`src/rtl/bin2bcd_scan_if.sv`:
```
// Display-feeder bus: value/strobe from the producer, BCD nibble and digit select
// toward the 7-segment decoder, plus the conversion busy flag.
interface bin2bcd_scan_if;
    logic [7:0] din;
    logic       load;
    logic       busy;
    logic [3:0] bcd;
    logic [2:0] dig;

    // load is a one-cycle strobe, sampled only while busy is low; no queuing.
    modport master (
        output din,
        output load,
        input  busy,
        input  bcd,
        input  dig
    );

    modport slave (
        input  din,
        input  load,
        output busy,
        output bcd,
        output dig
    );
endinterface

```
`src/rtl/bin2bcd_scan.sv`:
```
// 8-bit binary to 3-digit BCD converter (sequential double-dabble, one bit per clock)
// feeding a time-multiplexed single-nibble display bus with optional leading-zero blanking.
module bin2bcd_scan #(
    parameter int SCAN_DIV = 16,
    parameter bit BLANK_LZ = 1'b1
) (
    input  logic           clk_i,
    input  logic           rst_i,
    bin2bcd_scan_if.slave  bus,
    output logic           conv_dbg_o
);

    localparam int PW = (SCAN_DIV > 1) ? $clog2(SCAN_DIV) : 1;
    localparam logic [PW-1:0] PRESC_MAX = PW'(SCAN_DIV - 1);

    typedef enum logic {
        S_IDLE = 1'b0,
        S_CONV = 1'b1
    } state_e;

    state_e         state_q, state_d;
    logic [19:0]    shift_q, shift_d;
    logic [2:0]     iter_q, iter_d;
    logic [11:0]    disp_q, disp_d;
    logic [PW-1:0]  presc_q, presc_d;
    logic [1:0]     scan_q, scan_d;
    logic [3:0]     bcd_q, bcd_d;
    logic [2:0]     dig_q, dig_d;

    // One double-dabble iteration: add-3 on any BCD nibble >= 5, then shift left.
    function automatic logic [19:0] dabble_step(input logic [19:0] v);
        logic [19:0] r;
        r = v;
        for (int k = 0; k < 3; k++) begin
            if (r[8 + 4*k +: 4] >= 4'd5) begin
                r[8 + 4*k +: 4] = r[8 + 4*k +: 4] + 4'd3;
            end
        end
        return {r[18:0], 1'b0};
    endfunction

    always_comb begin
        state_d = state_q;
        shift_d = shift_q;
        iter_d  = iter_q;
        disp_d  = disp_q;
        case (state_q)
            S_IDLE: begin
                if (bus.load) begin
                    shift_d = {12'd0, bus.din};
                    iter_d  = 3'd0;
                    state_d = S_CONV;
                end
            end
            S_CONV: begin
                shift_d = dabble_step(shift_q);
                iter_d  = iter_q + 3'd1;
                if (iter_q == 3'd7) begin
                    disp_d  = shift_d[19:8];
                    state_d = S_IDLE;
                end
            end
            default: state_d = S_IDLE;
        endcase
    end

    always_comb begin
        presc_d = presc_q + PW'(1);
        scan_d  = scan_q;
        if (presc_q == PRESC_MAX) begin
            presc_d = '0;
            scan_d  = (scan_q == 2'd2) ? 2'd0 : scan_q + 2'd1;
        end
    end

    // Outputs are built from the next display/scan values so a finished
    // conversion shows up on the bus one edge after the last iteration.
    always_comb begin
        bcd_d = disp_d[3:0];
        dig_d = 3'b001;
        case (scan_d)
            2'd1: begin
                bcd_d = disp_d[7:4];
                dig_d = 3'b010;
                if (BLANK_LZ && disp_d[11:8] == 4'd0 && disp_d[7:4] == 4'd0) begin
                    dig_d = 3'b000;
                end
            end
            2'd2: begin
                bcd_d = disp_d[11:8];
                dig_d = 3'b100;
                if (BLANK_LZ && disp_d[11:8] == 4'd0) begin
                    dig_d = 3'b000;
                end
            end
            default: begin
                bcd_d = disp_d[3:0];
                dig_d = 3'b001;
            end
        endcase
    end

    always_ff @(posedge clk_i) begin
        if (rst_i) begin
            state_q <= S_IDLE;
            shift_q <= '0;
            iter_q  <= '0;
            disp_q  <= '0;
            presc_q <= '0;
            scan_q  <= '0;
            bcd_q   <= 4'd0;
            dig_q   <= 3'b001;
        end else begin
            state_q <= state_d;
            shift_q <= shift_d;
            iter_q  <= iter_d;
            disp_q  <= disp_d;
            presc_q <= presc_d;
            scan_q  <= scan_d;
            bcd_q   <= bcd_d;
            dig_q   <= dig_d;
        end
    end

    assign bus.busy   = (state_q == S_CONV);
    assign bus.bcd    = bcd_q;
    assign bus.dig    = dig_q;
    assign conv_dbg_o = (state_q == S_CONV);

endmodule
```
`src/flat_wrapper.sv`:
```
// flat-port wrapper written by rule: the top's interface ports become plain ports
module bin2bcd_scan_flat 
#(
    parameter int SCAN_DIV = 16,
    parameter bit BLANK_LZ = 1'b1
)
  (clk_i, rst_i, conv_dbg_o, bus_din, bus_load, bus_busy, bus_bcd, bus_dig);
  bin2bcd_scan_if bus_i ();
  input  logic clk_i;
  input  logic rst_i;
  output logic conv_dbg_o;
  input wire logic [$bits(bus_i.din)-1:0] bus_din;
  input wire logic [$bits(bus_i.load)-1:0] bus_load;
  output wire logic [$bits(bus_i.busy)-1:0] bus_busy;
  output wire logic [$bits(bus_i.bcd)-1:0] bus_bcd;
  output wire logic [$bits(bus_i.dig)-1:0] bus_dig;
  assign bus_i.din = bus_din;
  assign bus_i.load = bus_load;
  assign bus_busy = bus_i.busy;
  assign bus_bcd = bus_i.bcd;
  assign bus_dig = bus_i.dig;
  bin2bcd_scan #(.SCAN_DIV(SCAN_DIV), .BLANK_LZ(BLANK_LZ)) u_core (.clk_i(clk_i), .rst_i(rst_i), .bus(bus_i), .conv_dbg_o(conv_dbg_o));
endmodule
```
`config.mk`:
```
export PLATFORM = sky130hd
export DESIGN_NAME = bin2bcd_scan_flat
export DESIGN_NICKNAME = d
export VERILOG_FILES = /design/src/rtl/bin2bcd_scan_if.sv /design/src/rtl/bin2bcd_scan.sv /design/src/flat_wrapper.sv
export SDC_FILE = /design/constraint.sdc
export NUM_CORES = 1
export LEC_CHECK = 0
export CAP_MARGIN = 30
export CORE_MARGIN = 2
export CORE_UTILIZATION = 54
export CTS_CLUSTER_SIZE = 28
export DETAILED_ROUTE_END_ITERATION = 8
export GPL_TIMING_DRIVEN = 0
export PLACE_DENSITY = 0.75
export SYNTH_ARGS = -nofsm -noshare
export SYNTH_HDL_FRONTEND = slang
export SYNTH_SLANG_ARGS = --single-unit
```
`constraint.sdc`:
```
create_clock -name clk_i -period 4.7 [get_ports clk_i]
set_clock_uncertainty 0.2 [all_clocks]
set_input_delay 0.705 -clock clk_i [delete_from_list [all_inputs] [get_ports clk_i]]
set_output_delay 0.705 -clock clk_i [all_outputs]
set_load 0.005 [all_outputs]
```
; ---- Word level (Yosys, flattened, before mapping)
; Index checks and enable logic that the tools add are counted.
[word_totals]
reg_bits = 49
in_bits = 11
[classes]
n_addsub = 6
order_cmp = 3
n_eq_ne = 6
mux = 18
n_bitwise = 1
n_reduce_logical = 4
[op_table]
columns = op, count
row1 = 20-bit case mux with 2 select lines, 1
row2 = 12-bit two-way mux, 2
row3 = 20-bit two-way mux, 1
row4 = "4-bit by 3-bit >= comparator with 1-bit output, second input constant", 3
row5 = 3-bit case mux with 2 select lines, 2
row6 = 3-bit two-way mux, 3
row7 = "4-bit by 2-bit adder with 4-bit output, second input constant", 2
row8 = 4-bit zero test, 2
row9 = 4-bit two-way mux, 2
row10 = 4-bit case mux with 2 select lines, 1
row11 = 2-bit two-way mux, 3
row12 = "4-bit by 1-bit adder with 4-bit output, second input constant", 1
row13 = "2-bit == test, second input constant", 2
row14 = "4-bit == test, second input constant", 1
row15 = "3-bit by 1-bit adder with 3-bit output, second input constant", 1
row16 = "3-bit by 2-bit adder with 3-bit output, second input constant", 1
row17 = "3-bit == test, second input constant", 1
row18 = "2-bit by 1-bit adder with 2-bit output, second input constant", 1
row19 = "2-bit by 1-bit == test with 1-bit output, second input constant", 1
row20 = 1-bit two-way mux, 2
row21 = "2-bit inequality test, second input constant", 1
row22 = 1-bit case mux with 2 select lines, 1
row23 = 2-bit OR reduction, 1
row24 = 1-bit logical AND, 1
row25 = 1-bit NOT, 1

; ---- Longest topological paths before layout
[depth]
depth_word = 8
depth_mapped = 11

; ---- Least setup slack after synthesis
; No wires, ideal clock.
[synth_path]
kind = register to register
from = register u_core.presc_q[0]
to = register u_core.bcd_q[0], in the netlist u_core.bus.bcd[0]
t_arrival_ps = 1967
required_ps = 4438
setup_slack_ps = 2472
stages_incl_launch_ff = 11
n_path_buf = 0
period_less_slack_ps = 2228
cell_sequence = dfxtp_1 > ha_1 > nand3_1 > nor3b_1 > a21oi_1 > inv_1 > ha_1 > nor2_1 > nand2_1 > a211o_1 > nand3_1
[synth_between]
elab_chain_cells = 4
elab_cells_between_ends = 5
classes_between = 3 x eq/ne / 2 x mux
[synth_rtl]
columns = item, line_no
row1 = start: declaration, bin2bcd_scan.sv:25  ; logic [PW-1:0] presc_q, presc_d;
row2 = start signal: assignment, bin2bcd_scan.sv:118  ; presc_q <= presc_d;
row3 = 4-bit == test *, bin2bcd_scan.sv:70  ; if (presc_q == PRESC_MAX) begin
row4 = 2-bit two-way mux *, bin2bcd_scan.sv:70
row5 = net u_core.scan_d[1], bin2bcd_scan.sv:26  ; logic [1:0] scan_q, scan_d;
row6 = 2-bit == test or 2-bit by 1-bit == test with 1-bit output (tied branches), bin2bcd_scan.sv:81  ; case (scan_d)
row7 = 4-bit case mux with 2 select lines *, bin2bcd_scan.sv:81
row8 = end signal: assignment, bin2bcd_scan.sv:111  ; bcd_q <= 4'd0;
row9 = end signal: assignment, bin2bcd_scan.sv:120  ; bcd_q <= bcd_d;
row10 = end: declaration, bin2bcd_scan.sv:27  ; logic [3:0] bcd_q, bcd_d;
; The timed path passes the listed nets; every way through them passes the cells marked *.
; A chain may end at the register's enable or synchronous reset.

; ---- Worst setup path after layout
; Ends and elaborated chain as after synthesis.

==> impl_results.md <==
- Skew-Pair Late Insertion Delay: 0.30 ns
- Layout cells sized above 1: 0.0683
- Max Slew Vio Count: 0
- Clock power share: 0.341
- First-pass GRT wire length: 7.98 mm
- Mapped Nets: 291
- Critical path required time: 4.74 ns
- CTS H-tree depth: 2
- CP startpoint kind: register
- Type of the worst setup path: register to register
- Top cell type's share of synthesized area: 0.422
- Post-CTS Setup Bufs: 0
- Internal power: 0.563 mW
- Diodes inserted: 0
- Dpl cells: 336
- Post-route DRC: 0
- CP cell instances: ha_1 > nand3_1 > a21oi_1 > inv_1 > ha_1 > nor2_1 > nand2_1 > a211o_1 > nand3_1
- Post-route clock period utilization: 0.540
- Design area: 2650 µm²
- Post-synth EDFFs: 0
- Total grt overflow: 0
- Combinational Power Share: 0.074
- RSZ-0062 raised after global routing: false
- F_max: 394 MHz
- Least-Margin Pin Slew: 0.589 ns
- Post-Place Cell Area: 2560 µm²
- Num CTS Buffers: 5
- Switch Pwr: 0.170 mW
- Final WL: 4.71 mm
- Max transition margin: 0.607
- Detail Route Antenna Nets: 0
- Routability cong.: 0.843
- Reg clk slew, reported paths: 0.09 ns
- Detailed Place HPWL: 3.57 mm
- Crit path largest cell delay: 0.39 ns
- Synth Flop Type: dfxtp_1
- Final Non-Filler Cells: 343
- Sw Ratio: 0.232
- Hold Slack: 0.275 ns
- Critical Path End Type: register
- Hold_buf cts: 0
- Lkg Pwr: 1.00 nW
- Final min period: 2.54 ns
- TritonCTS clock tree: built
- Sequential share of the synthesized area: 0.422
- Starting Density: 0.569
- Syn Std Cell Area: 2330 µm²
- Maximum net fanout on the critical path: 6
- Hold Fails Final Rpt: 0
- Vias in the first global route: 1,729
- Root Buffer: clkbuf_8
- Part of the power in registers: 0.585
- CTS resizes: 0
- Cell taking the most area after synthesis: dfxtp_1
- Clk sinks: 49
- Iteration-0 DRC Markers: 70
- Die area: 4850 µm²
- Asr flop ratio synth: 0
- Max Cap Viol: 0
- Worst path slowest cell: dfxtp_1
- Critical Path AT: 2.58 ns
- Core ar.: 4090 µm²
- Power per Cell Area: 277 nW/µm²
- Die Ht: 69.6 µm
- GRT Overall Usage: 0.204
- VDD IR max: 230 µV
- Worst min path class: register to register
- NumNets Final: 315
- Synth Warn #: 0
- Num ports: 20
- Largest net degree at the start of global routing: 15
- Syn Inst Count: 269
- Wire per inst: 13.7 µm
- Layout area overhead: 13.9%
- Row Count: 23
- Synth Area per Inst: 8.65 µm²
- CTS Buffer Depth: 2
- Pre-antenna DRT Iters: 4
- Run status: complete, no violations
- Fin Setup TNS: 0 ns
- Initial antenna violation count: 0
- Synth area leaders: dfxtp_1 42%, nor2_1 7.7%, mux2i_1 7.3%
- Via count: 1,895
- Final number of setup-violating endpoints: 0
- Die X: 69.6 µm
- Via-per-instance ratio: 5.52
- I/O Buffers: 17
- Yosys cell types: 41
- Yosys reg bits: 49
-- through the flow --
| step | utilization | power, mW | worst slack (ns) |
|---|---|---|---|
| CTS | 0.648 | 0.739 | 2.16 |
| global route | 0.648 | 0.768 | 1.91 |
| floorplan | - | 0.472 | 2.47 |
| global placement | 0.626 | 0.491 | 2.20 |
| detailed placement | 0.626 | 0.493 | 2.18 |
| finish | 0.648 | 0.733 | 2.16 |
-- logic make-up after synthesis --
family,synth area share
simple gates,0.215
compound gates,0.162
flops,0.422
buf+inv,0.0495
mux,0.0780
fa+ha+maj,0.0592
xor+xnor,0.0151
-- worst max-delay path, delay by kind of cell, from the launching register on --
| family | cells | cell delay, ns |
|---|---|---|
| DFF | 1 | 0.39 |
| adders and majority gates | 2 | 0.57 |
| and+or+nand+nor | 4 | 0.66 |
| AOI/OAI and AO/OA | 2 | 0.59 |
| buffers and inverters | 1 | 0.07 |
-- power groups by stage --
stage | registers (mW) | clock network, mW | logic, mW
2_1_floorplan | 0.437 | 0 | 0.0353
3_3_place_gp | 0.438 | 0 | 0.0534
5_1_grt | 0.430 | 0.277 | 0.0602
4_1_cts | 0.429 | 0.256 | 0.0551
3_5_place_dp | 0.438 | 0 | 0.0548
6_report | 0.429 | 0.250 | 0.0545
-- routing by layer --
layer	share of wire	global-route usage
met1	0.50	0.269
met2	0.45	0.333
met3	0.035	0.0509
met4	0.011	0.0577
met5	0	0
-- final timing paths --
kind	start	to	slack [ns]	cells past startpoint
worst max-delay path	u_core.presc_q[0]$_SDFF_PP0_	u_core.bus.bcd[0]$_SDFF_PP0_	2.16	9
worst min-delay path	u_core.disp_q[0]$_SDFF_PP0_	u_core.disp_q[0]$_SDFF_PP0_	0.28	2
worst max register to register	u_core.presc_q[0]$_SDFF_PP0_	u_core.bus.bcd[0]$_SDFF_PP0_	2.16	9
worst min register to register	u_core.disp_q[0]$_SDFF_PP0_	u_core.disp_q[0]$_SDFF_PP0_	0.28	2
-- synthesized netlist by cell type, types with 6 or more instances --
cell / n
a21oi_1: 26
clkbuf_1: 9
dfxtp_1: 49
ha_1: 11
inv_1: 11
mux2i_1: 17
nand2_1: 10
nand3_1: 7
nor2_1: 48
nor3_1: 14
nor3b_1: 13
o21ai_0: 6
-- registers in the layout, indices dropped and copies added (netlist names) --
signal	count
u_core.shift_q	20
u_core.disp_q	12
u_core.bus.bcd	4
u_core.presc_q	4
u_core.bus.dig	3
u_core.iter_q	3
u_core.scan_q	2
u_core.bus.busy	1
-- area by class of cell --
| type | count | area (µm²) |
|---|---|---|
| buffer | 15 | 73.8 |
| multi-input combinational | 194 | 1230 |
| clock inverter | 1 | 7.51 |
| fill | 354 | 1440 |
| clock buffer | 6 | 82.6 |
| sequential | 49 | 981 |
| inverter | 11 | 41.3 |
| tap | 50 | 62.6 |
| timing repair buffer | 17 | 170 |
-- cell usage in the layout (no fill, tap or decap), drive strengths merged, types with 6 or more instances in the layout --
cell type	count
dfxtp	49
nor2	48
nor3b	13
a21oi	28
inv	11
nor3	14
nand3	7
mux2i	17
o21ai	8
clkdlybuf4s50	17
clkbuf	15
ha	11
nand2	10
buf	6
Note: power is estimated with default switching activity, not from simulation.
